## config.mk

```make
export PLATFORM = sky130hd
export DESIGN_NAME = ram_to_stream
export DESIGN_NICKNAME = d
export VERILOG_FILES = /design/src/rtl/ram_to_stream.sv
export SDC_FILE = /design/constraint.sdc
export NUM_CORES = 1
export LEC_CHECK = 0
export CELL_PAD_IN_SITES_DETAIL_PLACEMENT = 0
export CELL_PAD_IN_SITES_GLOBAL_PLACEMENT = 1
export CORE_AREA = 2 2 738 740
export DETAILED_ROUTE_END_ITERATION = 12
export DIE_AREA = 0 0 740 742
export GPL_ROUTABILITY_DRIVEN = 0
export GPL_TIMING_DRIVEN = 0
export PLACE_DENSITY = 0.34
export SLEW_MARGIN = 20
export SYNTH_ARGS = -nofsm -noshare
export SYNTH_HDL_FRONTEND = slang
export SYNTH_SLANG_ARGS = --single-unit
```

## constraint.sdc

```tcl
create_clock -name clk -period 5.7 [get_ports clk]
set_input_delay 1.425 -clock clk [delete_from_list [all_inputs] [get_ports clk]]
set_output_delay 1.425 -clock clk [all_outputs]
set_load 0.02 [all_outputs]
```

## src/rtl/ram_to_stream.sv

```systemverilog
// Reads a requested number of fixed-size blocks from one RAM bank over AXI4 and
// forwards the read data unbuffered as an AXI-Stream with TLAST per block.
module ram_to_stream #(
  parameter int          DW              = 512,
  parameter int          BLOCK_BEATS     = 32,
  parameter logic [63:0] BASE_ADDR       = 64'h0,
  parameter int unsigned MAX_BLOCKS      = 65536,
  parameter int          MAX_OUTSTANDING = 4
) (
  input  logic            clk,
  input  logic            resetn,
  input  logic            start,
  input  logic [31:0]     block_count,
  output logic            busy,
  output logic            done,
  output logic [31:0]     blocks_read,
  output logic            read_error,
  output logic [63:0]     M_AXI_ARADDR,
  output logic [7:0]      M_AXI_ARLEN,
  output logic [2:0]      M_AXI_ARSIZE,
  output logic [1:0]      M_AXI_ARBURST,
  output logic [3:0]      M_AXI_ARID,
  output logic            M_AXI_ARLOCK,
  output logic [3:0]      M_AXI_ARCACHE,
  output logic [3:0]      M_AXI_ARQOS,
  output logic [2:0]      M_AXI_ARPROT,
  output logic            M_AXI_ARVALID,
  input  logic            M_AXI_ARREADY,
  input  logic [DW-1:0]   M_AXI_RDATA,
  input  logic [1:0]      M_AXI_RRESP,
  input  logic            M_AXI_RLAST,
  input  logic            M_AXI_RVALID,
  output logic            M_AXI_RREADY,
  output logic [63:0]     M_AXI_AWADDR,
  output logic [7:0]      M_AXI_AWLEN,
  output logic [2:0]      M_AXI_AWSIZE,
  output logic [1:0]      M_AXI_AWBURST,
  output logic [3:0]      M_AXI_AWID,
  output logic            M_AXI_AWLOCK,
  output logic [3:0]      M_AXI_AWCACHE,
  output logic [3:0]      M_AXI_AWQOS,
  output logic [2:0]      M_AXI_AWPROT,
  output logic            M_AXI_AWVALID,
  output logic [DW-1:0]   M_AXI_WDATA,
  output logic [DW/8-1:0] M_AXI_WSTRB,
  output logic            M_AXI_WLAST,
  output logic            M_AXI_WVALID,
  output logic            M_AXI_BREADY,
  output logic [DW-1:0]   AXIS_OUT_TDATA,
  output logic            AXIS_OUT_TVALID,
  output logic            AXIS_OUT_TLAST,
  input  logic            AXIS_OUT_TREADY
);

  localparam logic [63:0] BLOCK_BYTES = 64'(BLOCK_BEATS * (DW / 8));

  typedef enum logic [1:0] {IDLE, ISSUE, DRAIN, FINISH} state_t;

  state_t      state;
  logic [31:0] target;
  logic [31:0] ar_issued;
  logic [4:0]  outstanding;
  logic [4:0]  outstanding_next;
  logic [31:0] blocks_next;
  logic [31:0] req_target;
  logic        ar_hs;
  logic        r_hs;
  logic        rlast_hs;

  assign req_target = (block_count > 32'(MAX_BLOCKS)) ? 32'(MAX_BLOCKS) : block_count;

  assign ar_hs    = M_AXI_ARVALID & M_AXI_ARREADY;
  assign r_hs     = M_AXI_RVALID & M_AXI_RREADY;
  assign rlast_hs = r_hs & M_AXI_RLAST;

  // Post-edge counter values let completion be seen in the same cycle as the final RLAST.
  assign outstanding_next = outstanding + {4'd0, ar_hs} - {4'd0, rlast_hs};
  assign blocks_next      = blocks_read + 32'(rlast_hs);

  // Zero-latency R-to-AXIS pass-through, gated by busy.
  assign AXIS_OUT_TDATA  = M_AXI_RDATA;
  assign AXIS_OUT_TLAST  = M_AXI_RLAST;
  assign AXIS_OUT_TVALID = busy & M_AXI_RVALID;
  assign M_AXI_RREADY    = busy & AXIS_OUT_TREADY;

  assign M_AXI_ARLEN   = 8'(BLOCK_BEATS - 1);
  assign M_AXI_ARSIZE  = 3'($clog2(DW / 8));
  assign M_AXI_ARBURST = 2'd1;
  assign M_AXI_ARID    = 4'd0;
  assign M_AXI_ARLOCK  = 1'b0;
  assign M_AXI_ARCACHE = 4'd0;
  assign M_AXI_ARQOS   = 4'd0;
  assign M_AXI_ARPROT  = 3'd0;

  assign M_AXI_AWADDR  = 64'd0;
  assign M_AXI_AWLEN   = 8'd0;
  assign M_AXI_AWSIZE  = 3'd0;
  assign M_AXI_AWBURST = 2'd0;
  assign M_AXI_AWID    = 4'd0;
  assign M_AXI_AWLOCK  = 1'b0;
  assign M_AXI_AWCACHE = 4'd0;
  assign M_AXI_AWQOS   = 4'd0;
  assign M_AXI_AWPROT  = 3'd0;
  assign M_AXI_AWVALID = 1'b0;
  assign M_AXI_WDATA   = '0;
  assign M_AXI_WSTRB   = '0;
  assign M_AXI_WLAST   = 1'b0;
  assign M_AXI_WVALID  = 1'b0;
  assign M_AXI_BREADY  = 1'b1;

  always_ff @(posedge clk or negedge resetn) begin
    if (!resetn) begin
      state         <= IDLE;
      busy          <= 1'b0;
      done          <= 1'b0;
      M_AXI_ARVALID <= 1'b0;
      M_AXI_ARADDR  <= BASE_ADDR;
      target        <= 32'd0;
      ar_issued     <= 32'd0;
      outstanding   <= 5'd0;
      blocks_read   <= 32'd0;
      read_error    <= 1'b0;
    end else begin
      done        <= 1'b0;
      outstanding <= outstanding_next;
      if (rlast_hs)
        blocks_read <= blocks_next;
      if (r_hs && (M_AXI_RRESP != 2'd0))
        read_error <= 1'b1;
      if (ar_hs) begin
        M_AXI_ARVALID <= 1'b0;
        M_AXI_ARADDR  <= M_AXI_ARADDR + BLOCK_BYTES;
        ar_issued     <= ar_issued + 32'd1;
      end

      case (state)
        IDLE: begin
          if (start) begin
            target       <= req_target;
            blocks_read  <= 32'd0;
            read_error   <= 1'b0;
            M_AXI_ARADDR <= BASE_ADDR;
            ar_issued    <= 32'd0;
            busy         <= 1'b1;
            state        <= (req_target == 32'd0) ? FINISH : ISSUE;
          end
        end
        ISSUE: begin
          // ARVALID drops after each handshake so the in-flight limit is re-checked.
          if (ar_hs) begin
            if (ar_issued + 32'd1 == target)
              state <= DRAIN;
          end else if (!M_AXI_ARVALID && (ar_issued < target) &&
                       (outstanding < 5'(MAX_OUTSTANDING))) begin
            M_AXI_ARVALID <= 1'b1;
          end
        end
        DRAIN: begin
          if ((blocks_next == target) && (outstanding_next == 5'd0)) begin
            done  <= 1'b1;
            busy  <= 1'b0;
            state <= IDLE;
          end
        end
        FINISH: begin
          done  <= 1'b1;
          busy  <= 1'b0;
          state <= IDLE;
        end
        default: state <= IDLE;
      endcase
    end
  end

endmodule

```

==> impl_metrics.csv <==
group,metric,value,unit
outcome,status,"finished, final reports clean",
setup_path,critPathBufInv,4,
grt,grt_pass1_wl,202,mm
pwr,peakVddDrop,0.000150,V
pwr,power_leakage,15.9,nW
drt,drt_iter0_drc,615,
finish,area_delta_synth_final,100,%
floorplanning,start_util,3.55,%
clock_network,clk_pin_slew_worst_paths,80,ps
clock_network,clock_path_buffers,3,
timing,rsz0062_at_grt,"no",
clock_network,numCtsBuffers,25,
timing,relSlewSlack,26.0,%
hold_path,hold_path_end,"read_error$_DFF_PN0_",
grt,antenna_found_initial,137,
finish,multi_input_area,8360,µm²
grt,grt_max_degree,68,
timing,finalSetupViolCount,0,
grt,overflow,0,
floorplanning,fp.dieH,742,µm
finish,fin_area,38500,µm²
setup_path,r2r_cells,17,
setup_path,critPathKind,"in -> reg",
yosys,avgSynthCellArea,8.08,µm²
floorplanning,rows,271,
finish,fin_nets,4372,
yosys,ys_ff_latch,160,
floorplanning,chipWidth,740,µm
drt,antenna_left,0,
pwr,p_total,0.00536,W
hold_path,worstHoldStart,"read_error$_DFF_PN0_",
setup_path,cp_top_family,"simple AND/OR/NAND/NOR gates",
finish,drive_gt1_share,34.8,%
timing,final_hold_viol_count,0,
yosys,synth_warnings,0,
floorplanning,dieArea,549000,µm²
setup_path,regToRegSetupSlack,800,ps
placed_design,place_area,37600,µm²
yosys,synth.most_common_cell,"buf_4",
yosys,synthArstFlopShare,100,%
job,cap_violations,0,
pwr,power.internal,0.00315,W
pwr,clockPowerShare,28.3,%
setup_path,critPathCaptureType,"register",
clock_network,tritoncts,"yes",
setup_path,cp_slowest_cell,"or4_4",
drt,drt-total-wl,168,mm
yosys,synth_cell_type_count,65,
placed_design,port_buffers,644,
yosys,synthTopCellsByCount,"buf_4, dfrtp_1, nor2_1",
yosys,synth_cells,2380,
floorplanning,core-area,542000,µm²
timing,finalClockSkew,32.1,ps
grt,track_usage,5.82,%
pwr,p_sw_share,41.2,%
setup_path,cp-start-kind,"input port",
placed_design,dpl.hpwl,154,mm
drt,wl_per_cell,15.2,µm
pwr,powerDensity,139,nW/µm²
drt,firstDrtPassIters,5,
pwr,seqPwrFrac,24.9,%
setup_path,critical-path-max-stage-delay,590,ps
yosys,synth_top_area_cell,"buf_4",
timing,worst_slew_pin_slew,1110,ps
setup_path,r2r_end,"busy$_DFFE_PN0P_",
drt,vias,17938,
finish,seq_area,4000,µm²
setup_path,reg2reg_from,"M_AXI_ARVALID$_DFF_PN0_",
timing,period_needed,5490,ps
yosys,yosysTopAreaCellShare,47.9,%
finish,nFillCells,63723,
clock_network,htreeDepth,4,
timing,fmax,0.182,GHz
yosys,synth_area_leaders,"buf_4, dfrtp_1, xnor2_1, xor2_1, ha_1",
yosys,synth_edf_count,0,
clock_network,clock-root-buffer,"clkbuf_16",
pwr,p_sw,0.00221,W
drt,via_per_inst,1.63,
clock_network,worstSkewPairLatency,590,ps
timing,final.period_utilization,96.3,%
clock_network,cts_hold_buf,0,
timing,maxSlewViolCount,0,
setup_path,crit_chain,"clkdlybuf4s50_1, and2_1, nand3_4, buf_4, inv_4, ha_1, ha_1, nand3_4, or4_4, nor4_4, and4_1, o211ai_1, a2111oi_4, nand4b_1, o21ai_4, buf_12, nor2_1",
setup_path,crit_required,6150,ps
pwr,p_comb_share,46.9,%
yosys,ys_seq_area_share,20.8,%
grt,grt_pass1_vias,16877,
hold_path,hold_class,"reg -> reg",
clock_network,cts.sinks,160,
drt,drcViolationCount,0,
yosys,synth_area,19200,µm²
setup_path,crit_arrival,5940,ps
yosys,ys.flop_type,"dfrtp_1",
hold_path,worstHoldPathCells,2,
setup_path,crit_path_max_fanout,11,
floorplanning,boundaryPins,1870,
-- stage by stage --
stage,hold slack (ps),util [%],TNS [ps],std cells,setup WS (ps)
global placement,499,6.90,-1109390,10969,-6680
CTS,518,7.08,0,11014,6.26
global route,554,7.09,0,11027,17.6
detailed placement,507,6.94,-6680,10980,-1830
finish,522,7.10,0,11036,211
floorplan,478,-,0,3091,969
-- cell families after synthesis --
group           count (synthesis)  share of synthesized area (%)
compound gates                169                           5.23
flops                         160                           20.8
simple gates                  500                           13.1
buf+inv                      1331                           50.0
mux                             4                          0.215
xor+xnor                      171                           7.79
other cells                     2                         0.0391
fa+ha+maj                      43                           2.84
-- routing by layer --
metal | global-route usage [%] | share of wire, % | vias to the layer above
met5 | 0 | 0.23 | -
met4 | 1.59 | 3.1 | 58
met3 | 3.00 | 12 | 252
met2 | 9.64 | 46 | 1381
met1 | 6.51 | 39 | 7695
li1 | - | - | 8552
-- sequential cells by signal, summed over array words and instances (netlist names) --
signal	count
busy	1
M_AXI_ARVALID	1
blocks_read	32
state	2
target	32
ar_issued	32
read_error	1
M_AXI_ARADDR	53
done	1
outstanding	5
-- what timing repair did --
item	CTS	global route
endpoints found under the setup margin	3	3
setup buffers	2	1
pin swaps	2	2
gates resized for setup	11	5
-- cell type report --
| cell class | count | area share (%) |
|---|---|---|
| Buffer | 1276 | 24.5 |
| Tap cell | 7234 | 23.5 |
| Multi-Input combinational cell | 1600 | 21.7 |
| Timing Repair Buffer | 658 | 17.4 |
| Sequential cell | 160 | 10.4 |
| Clock buffer | 28 | 1.68 |
| Inverter | 55 | 0.556 |
| Antenna cell | 21 | 0.137 |
| Clock inverter | 4 | 0.0716 |
-- cell usage in the layout (no fill, tap or decap), types with 10 or more instances in the layout --
cell type | synthesis | routed
xnor2_1 | 98 | 98
nand2_1 | 108 | 108
buf_4 | 1226 | 1229
nor4_1 | 23 | 22
inv_1 | 53 | 53
clkdlybuf4s50_1 | 0 | 642
dfrtp_1 | 160 | 160
conb_1 | 2 | 713
diode_2 | 0 | 21
nand3_1 | 50 | 48
clkbuf_1 | 42 | 37
and3_1 | 14 | 14
and4_1 | 10 | 10
nor3_1 | 30 | 29
and2_1 | 10 | 10
xor2_1 | 73 | 73
a21oi_1 | 54 | 54
or3_1 | 40 | 40
nand4_1 | 36 | 36
clkbuf_16 | 0 | 25
o21ai_0 | 61 | 61
nor2_1 | 140 | 138
ha_1 | 42 | 42
-- power by group through the flow --
stage | registers (W) | clock network [W] | logic [W]
after floorplan | 0.00132 | 0 | 0.00167
after global placement | 0.00137 | 0 | 0.00249
after detailed placement | 0.00137 | 0 | 0.00250
after CTS | 0.00135 | 0.00164 | 0.00251
after global routing | 0.00135 | 0.00166 | 0.00269
final | 0.00133 | 0.00152 | 0.00251
-- worst max-delay path by stage --
| stage | from | endpoint | slack [ps] | cells past startpoint |
|---|---|---|---|---|
| 2_1_floorplan | M_AXI_RVALID | busy$_DFFE_PN0P_ | 970 | 15 |
| 3_3_place_gp | resetn | M_AXI_ARADDR[56]$_DFF_PN0_ | -6680 | 1 |
| 3_5_place_dp | M_AXI_RVALID | busy$_DFFE_PN0P_ | -1830 | 16 |
| 4_1_cts | M_AXI_RVALID | state[1]$_DFFE_PN0P_ | 6 | 17 |
| 5_1_grt | M_AXI_RVALID | state[1]$_DFFE_PN0P_ | 20 | 17 |
| 6_report | M_AXI_RVALID | busy$_DFFE_PN0P_ | 210 | 17 |
-- tightest hold or removal path: cells and delay by family (launching register included) --
| kind | cells | cell delay (ps) |
|---|---|---|
| buffers and inverters | 1 | 50 |
| flip-flops | 1 | 380 |
| AO/OA/AOI/OAI | 1 | 50 |
No activity file was read; power rests on OpenSTA's default activity.
